`src/rtl/aes_round_ctrl.sv`:
```
// aes_round_ctrl -- round sequencer for an iterative AES encryption datapath.
//
// Purpose:
//   Accepts a plaintext block and fetches round keys 0..NUM_ROUNDS from the key expander,
//   one handshake per key. For each key it pulses one datapath strobe: the initial
//   AddRoundKey, then one full round per key, with mix_columns dropped in the last round.
//   The ciphertext is then offered on a valid/ready handshake. The 128-bit state register
//   and the round logic live in the datapath and are driven by these strobes.
//
// Parameters:
//   NUM_ROUNDS  number of full rounds, 1..14 (10/12/14 for AES-128/192/256)
//   RW          round index width, 2**RW must exceed NUM_ROUNDS
//
// Ports:
//   clk         rising-edge clock
//   rst         synchronous active-high reset
//   in_valid    plaintext block present on the datapath input
//   in_ready    controller idle and able to accept a block
//   abort       synchronous flush of the operation in flight
//   load_state  datapath captures the plaintext this cycle
//   key_req     request round key key_round from the key expander
//   key_round   index of the requested round key
//   key_valid   key expander presents round key key_round this cycle
//   ark_only    datapath does state ^= key (initial AddRoundKey)
//   round_en    datapath does one full round with the presented key
//   mix_en      qualifies round_en: 1 = include mix_columns, 0 = final round
//   out_valid   ciphertext valid in the datapath state register
//   out_ready   consumer accepts the ciphertext
//   busy        controller is not idle
module aes_round_ctrl #(
  parameter int unsigned NUM_ROUNDS = 10,
  parameter int unsigned RW         = 4
) (
  input  logic          clk,
  input  logic          rst,
  input  logic          in_valid,
  output logic          in_ready,
  input  logic          abort,
  output logic          load_state,
  output logic          key_req,
  output logic [RW-1:0] key_round,
  input  logic          key_valid,
  output logic          ark_only,
  output logic          round_en,
  output logic          mix_en,
  output logic          out_valid,
  input  logic          out_ready,
  output logic          busy
);

  localparam logic [RW-1:0] LastRound = RW'(NUM_ROUNDS);

  typedef enum logic [1:0] {
    StIdle,
    StKey0,
    StRound,
    StOut
  } state_e;

  state_e        state_q, state_d;
  logic [RW-1:0] round_idx_q, round_idx_d;

  always_ff @(posedge clk) begin
    if (rst) begin
      state_q     <= StIdle;
      round_idx_q <= '0;
    end else begin
      state_q     <= state_d;
      round_idx_q <= round_idx_d;
    end
  end

  always_comb begin
    state_d     = state_q;
    round_idx_d = round_idx_q;
    in_ready    = 1'b0;
    load_state  = 1'b0;
    key_req     = 1'b0;
    ark_only    = 1'b0;
    round_en    = 1'b0;
    mix_en      = 1'b0;
    out_valid   = 1'b0;
    busy        = 1'b1;

    unique case (state_q)
      StIdle: begin
        busy     = 1'b0;
        in_ready = !rst;
        // abort in idle blocks acceptance even though in_ready stays high
        if (in_valid && !abort && !rst) begin
          load_state  = 1'b1;
          round_idx_d = '0;
          state_d     = StKey0;
        end
      end

      StKey0: begin
        if (abort) begin
          round_idx_d = '0;
          state_d     = StIdle;
        end else begin
          key_req = 1'b1;
          if (key_valid) begin
            ark_only    = 1'b1;
            round_idx_d = RW'(1);
            state_d     = StRound;
          end
        end
      end

      StRound: begin
        if (abort) begin
          round_idx_d = '0;
          state_d     = StIdle;
        end else begin
          key_req = 1'b1;
          if (key_valid) begin
            round_en = 1'b1;
            mix_en   = (round_idx_q != LastRound);
            // index parks on the last round so it never exceeds NUM_ROUNDS
            if (round_idx_q == LastRound) begin
              state_d = StOut;
            end else begin
              round_idx_d = round_idx_q + RW'(1);
            end
          end
        end
      end

      StOut: begin
        out_valid = 1'b1;
        if (abort) begin
          round_idx_d = '0;
          state_d     = StIdle;
        end else if (out_ready) begin
          state_d = StIdle;
        end
      end

      default: begin
        round_idx_d = '0;
        state_d     = StIdle;
      end
    endcase
  end

  assign key_round = round_idx_q;

  // Datapath strobes must never overlap, and key consumers need a valid key.
  a_strobe_onehot: assert property (@(posedge clk) disable iff (rst)
    $onehot0({load_state, ark_only, round_en}));

  a_key_qualified: assert property (@(posedge clk) disable iff (rst)
    (ark_only || round_en) |-> (key_valid && key_req));

  a_mix_qualified: assert property (@(posedge clk) disable iff (rst)
    mix_en |-> round_en);

  a_idx_bound: assert property (@(posedge clk) disable iff (rst)
    round_idx_q <= LastRound);

  a_out_stable: assert property (@(posedge clk) disable iff (rst)
    (out_valid && !out_ready && !abort) |=> out_valid);

endmodule

```
`config.mk`:
```
export PLATFORM = sky130hd
export DESIGN_NAME = aes_round_ctrl
export DESIGN_NICKNAME = d
export VERILOG_FILES = /design/src/rtl/aes_round_ctrl.sv
export SDC_FILE = /design/constraint.sdc
export NUM_CORES = 1
export LEC_CHECK = 0
export BUFFER_PORTS_ARGS = -buffer_cell sky130_fd_sc_hd__buf_2
export CAP_MARGIN = 20
export CORE_AREA = 5 5 42 44
export CTS_CLUSTER_DIAMETER = 100
export DETAILED_ROUTE_END_ITERATION = 10
export DIE_AREA = 0 0 47 49
export PLACE_DENSITY = 0.7
export RECOVER_POWER = 25
export REMOVE_ABC_BUFFERS = 1
export SYNTH_ARGS = -nofsm -noshare
export SYNTH_HDL_FRONTEND = slang
export SYNTH_SLANG_ARGS = --single-unit
```
`constraint.sdc`:
```
create_clock -name clk -period 3.5 [get_ports clk]
set_input_delay 0.7 -clock clk [delete_from_list [all_inputs] [get_ports clk]]
set_output_delay 0.7 -clock clk [all_outputs]
set_load 0.1 [all_outputs]
```
* Yosys cells after proc, flatten, opt, wreduce, memory -nomap -nowiden
Index checks and enable logic that the tools add are counted.
Widths: inputs -> output; s select.
** Storage, ports and cells
- Input port bits :: 6
- Logic and storage cells :: 54
- Flip-flop bits (word level) :: 6
- Output and inout port bits :: 12
** Operators by class
- Reduce and logical (&&, ||, !) cells :: 8
- Multiplexer cells :: 31
- $add $sub $neg :: 1
- Equal/unequal tests :: 12
** Operators with widths (count)
- $mux 4 :: 7
- $mux 2 :: 8
- $pmux 4 s4 :: 1
- $ne 3x3->1 const B :: 5
- $mux 1 :: 14
- $reduce_and 5->1 :: 2
- $pmux 2 s4 :: 1
- $add 4x1->4 const B :: 1
- $eq 2x2->1 const B :: 2
- $eq 4x4->1 const B :: 1
- $ne 2x2->1 const B :: 2
- $ne 4x4->1 const B :: 1
- $eq 2x1->1 const B :: 1
- $logic_and 1x1->1 :: 2
- $logic_not 1->1 :: 2
- $logic_not 2->1 :: 1
- $reduce_or 2->1 :: 1

* Logic depth before layout (Yosys ltp)
- Depth after elaboration :: 5
- Mapped depth :: 6
- Depth with buffers taken out :: 6

* Worst setup path before layout
Ideal clock, no wire load.
- Path type :: register -> output
- From :: reg state_q[1]
- To :: out load_state
- Cell stages (with the launch flop) :: 5
- Arrival time :: 4284 ps
- Buffers on the path :: 0
- Path slack :: -1484 ps
- Data required time :: 2800 ps
- Cell sequence :: dfxtp_1 > inv_1 > ha_1 > inv_1 > nor4b_1
** On the way
- Cells in the longest elaborated chain, start to end :: 2
** Ends and longest elaborated chain
- start: declaration :: line 60 : state_e state_q, state_d;
- start signal: assignment :: line 65 : state_q <= StIdle;
- start signal: assignment :: line 68 : state_q <= state_d;
- $logic_not 2->1 :: line 85 : unique case (state_q)
- $mux 1 :: line 85
- end: declaration :: line 39 : output logic load_state,
No other way between the ends.

* Worst setup path in the final report
- From :: reg state_q[0]
- To :: out round_en
** On the way
- Cells in the longest elaborated chain, start to end :: 2
** Ends and longest elaborated chain
- $eq 2x2->1 :: line 85
- $mux 1 :: line 85
- end: declaration :: line 44 : output logic round_en,
No other way between the ends.

==> summary.md <==
| Metric | Value |
|---|---|
| RSZ-0062 raised after global routing | `false` |
| Rows | `14` |
| Antenna violations before repair | `0` |
| Main combinational cell family by area after synthesis | `compound AO/OA/AOI/OAI gates` |
| Via density | `around 5.4` |
| CP endpoint kind | `output pin` |
| Worst slew margin | `0.230` |
| Via count | `between 400 and 500` |
| Htree depth | `1` |
| Placeable Area | `1400 um^2` |
| Starting DRT DRC Count | `7` |
| Post-DP HPWL | `approximately 970 um` |
| RR Startpoint | `state_q[0]` |
| DRC | `0` |
| CP Class | `reg -> out` |
| Die width | `around 47 um` |
| Worst hold start | `key_round[3]` |
| WP data arrival | `around 1.7 ns` |
| Root buf cell | `clkbuf_4` |
| Cells on Worst Hold Path | `2` |
| Setup_tns | `0 ns` |
| Synth Flop Type | `dfxtp_1` |
| Final slew viol count | `0` |
| Die H | `49 um` |
| Tot Pwr | `234 uW` |
| IO buf count | `17` |
| Combinational share of power | `0.418` |
| Post-synthesis compound-gate area fraction | `0.317` |
| Flops & latches, synth | `6` |
| Maximum fanout along the worst path | `5` |
| Startpoint types | `register` |
| Worst-margin pin slew | `roughly 1.2 ns` |
| Hold-fix buffers at CTS | `0` |
| Number of synthesized flops with an enable pin | `0` |
| Adder-Cell Fraction of Synth Area | `0.144` |
| LEAKAGE | `0.301 nW` |
| Sequential area share after synthesis | `0.231` |
| Clk_lat worst skew | `roughly 0.24 ns` |
| Share of cells above drive strength 1 | `0.299` |
| Final WL | `1.21 mm` |
| Mux share of post-synthesis cell area | `0` |
| Maximum VDD drop | `between 0.2 and 0.3 mV` |
| Final hold violations | `0` |
| CP required | `~2.8 ns` |
| Setup Skew | `0.000143 ns` |
| Starting Density | `0.371` |
| Clock Power Share | `0.269` |
| Syn_area_per_cell | `8.97 um^2` |
| Switching power | `slightly above 100 uW` |
| Post-Synth Simple-Gate Area | `0.236` |
| Minimum clock period | `between 2 and 2.5 ns` |
| Grt total ovfl | `0` |
| ANT cells | `0` |
| Drt pass-1 iters | `4` |
| Gpl congestion | `0.791` |
| Mapped Cells | `58` |
| Post-synth ARST share | `0` |
| Syn. warnings | `0` |
| FMAX | `about 410 MHz` |
| Mapped cell area | `around 520 um^2` |
| Reg2reg path depth | `5` |
| Status | `complete, no violations` |
| Post-CTS setup buffers | `0` |
| Net Sw Frac | `0.438` |
| Xor-xnor portion of the synthesized cell area | `0` |
| Inserted Clock Buffers | `3` |
| Post_cts resized | `0` |
| TritonCTS clock tree | `yes` |
| Hold EP | `key_round[3]` |
| Bufs on Longest Clock Path | `2` |
| Fin crit share | `0.696` |
| Synth-to-layout area growth | `20.2%` |
| Die ar. | `around 2300 um^2` |
| Drt wl/cell | `~13 um` |
| First-pass GRT wire length | `just over 2 mm` |
| Final layout net count | `91` |
| Hold Crit Class | `reg -> reg` |
| Pin count of the biggest net entering global routing | `10` |
| Worst flop-to-flop path endpoint | `key_round[2]` |
| Routed Antenna Nets | `0` |
| Final Setup Violations | `0` |
| Reg2Reg Setup Slack | `1.68 ns` |
| Number of distinct library cells after synthesis | `31` |
| All-Layer GR Usage | `0.117` |
| Int Power | `132 uW` |
| Pwr/cell area | `374 nW/um^2` |
| Worst-path clk slew | `0.04 ns` |
| Sink Count | `6` |
| Top Ports | `18` |
| Vias in the first global route | `450` |
| Critical Path Source | `state_q[0]` |
| Max_cap viols | `0` |
| Sequential power share | `0.313` |
## kinds of logic after synthesis
kind of cell               Yosys count
DFF                                  6
buffers and inverters                8
adders and majority gates            6
AOI/OAI and AO/OA                   20
and+or+nand+nor                     18
## state kept, by name, indices dropped and copies added, names as in the netlist
register and count:
state_q 2, key_round 4
## per-layer routing
metal	global-route usage	vias to the layer above	wire, um
li1	-	260	-
met1	0.161	222	552
met2	0.163	15	575
met3	0.0221	2	78
met4	0.0691	0	5
met5	0	-	0
## layout by cell type (no fill, tap or decap), drive strengths merged, types with 2 or more instances in the layout
cell    count
nand3b      2
o41ai       2
ha          6
a21oi       3
clkbuf      5
dfxtp       6
buf        15
nor2b       2
o311ai      2
nor2        4
inv         7
o211ai      2
o21ai       3
nand2b      2
## worst max-delay path by stage
stage / endpoint / slack [ns]
6_report: round_en / 1.06
5_1_grt: round_en / 0.93
4_1_cts: round_en / 1.03
3_5_place_dp: round_en / 1.07
3_3_place_gp: round_en / 1.09
2_1_floorplan: load_state / -1.48
## final cells by class
| cell class | count | area, um^2 |
|---|---|---|
| tap | 16 | 20.0 |
| clock buffer | 3 | 22.5 |
| inverter | 7 | 26.3 |
| timing repair buffer | 17 | 82.6 |
| sequential | 6 | 120 |
| fill | 156 | 776 |
| multi-input combinational | 44 | 354 |
## power groups by stage
stage	logic, mW	registers [mW]	clock network [mW]
2_1_floorplan	0.0815	0.0749	0
3_3_place_gp	0.100	0.0746	0
3_5_place_dp	0.100	0.0746	0
4_1_cts	0.101	0.0733	0.0661
5_1_grt	0.105	0.0737	0.0700
6_report	0.0979	0.0733	0.0629
## cell usage after synthesis, types with 2 or more instances
cell      number  area [um^2]
dfxtp_1        6          120
nor2_1         4         15.0
ha_1           6         75.1
nand2b_1       2         12.5
nor2b_1        2         12.5
o211ai_1       2         15.0
inv_1          7         26.3
o21ai_1        2         10.0
nand3b_1       2         15.0
a21oi_1        3         15.0
o41ai_2        2         32.5
## stage by stage
stage / utilization / setup slack [ns] / hold WS, ns / cells / instance area [um^2]
CTS: 0.454 / 1.03 / 0.532 / 93 / 637
detailed placement: 0.438 / 1.07 / 0.525 / 90 / 614
global placement: 0.438 / 1.09 / 0.523 / 90 / 614
floorplan: - / -1.48 / 0.518 / 57 / 509
global route: 0.446 / 0.927 / 0.555 / 93 / 626
finish: 0.446 / 1.06 / 0.537 / 93 / 626
## worst max-delay path: stages (launching register included)
cell and delay, ns:
dfxtp_1 0.33, inv_1 0.08, ha_1 0.21, or2b_2 0.36, nor2_1 0.09, buf_2 0.43
No activity file was read; power rests on OpenSTA's default activity.
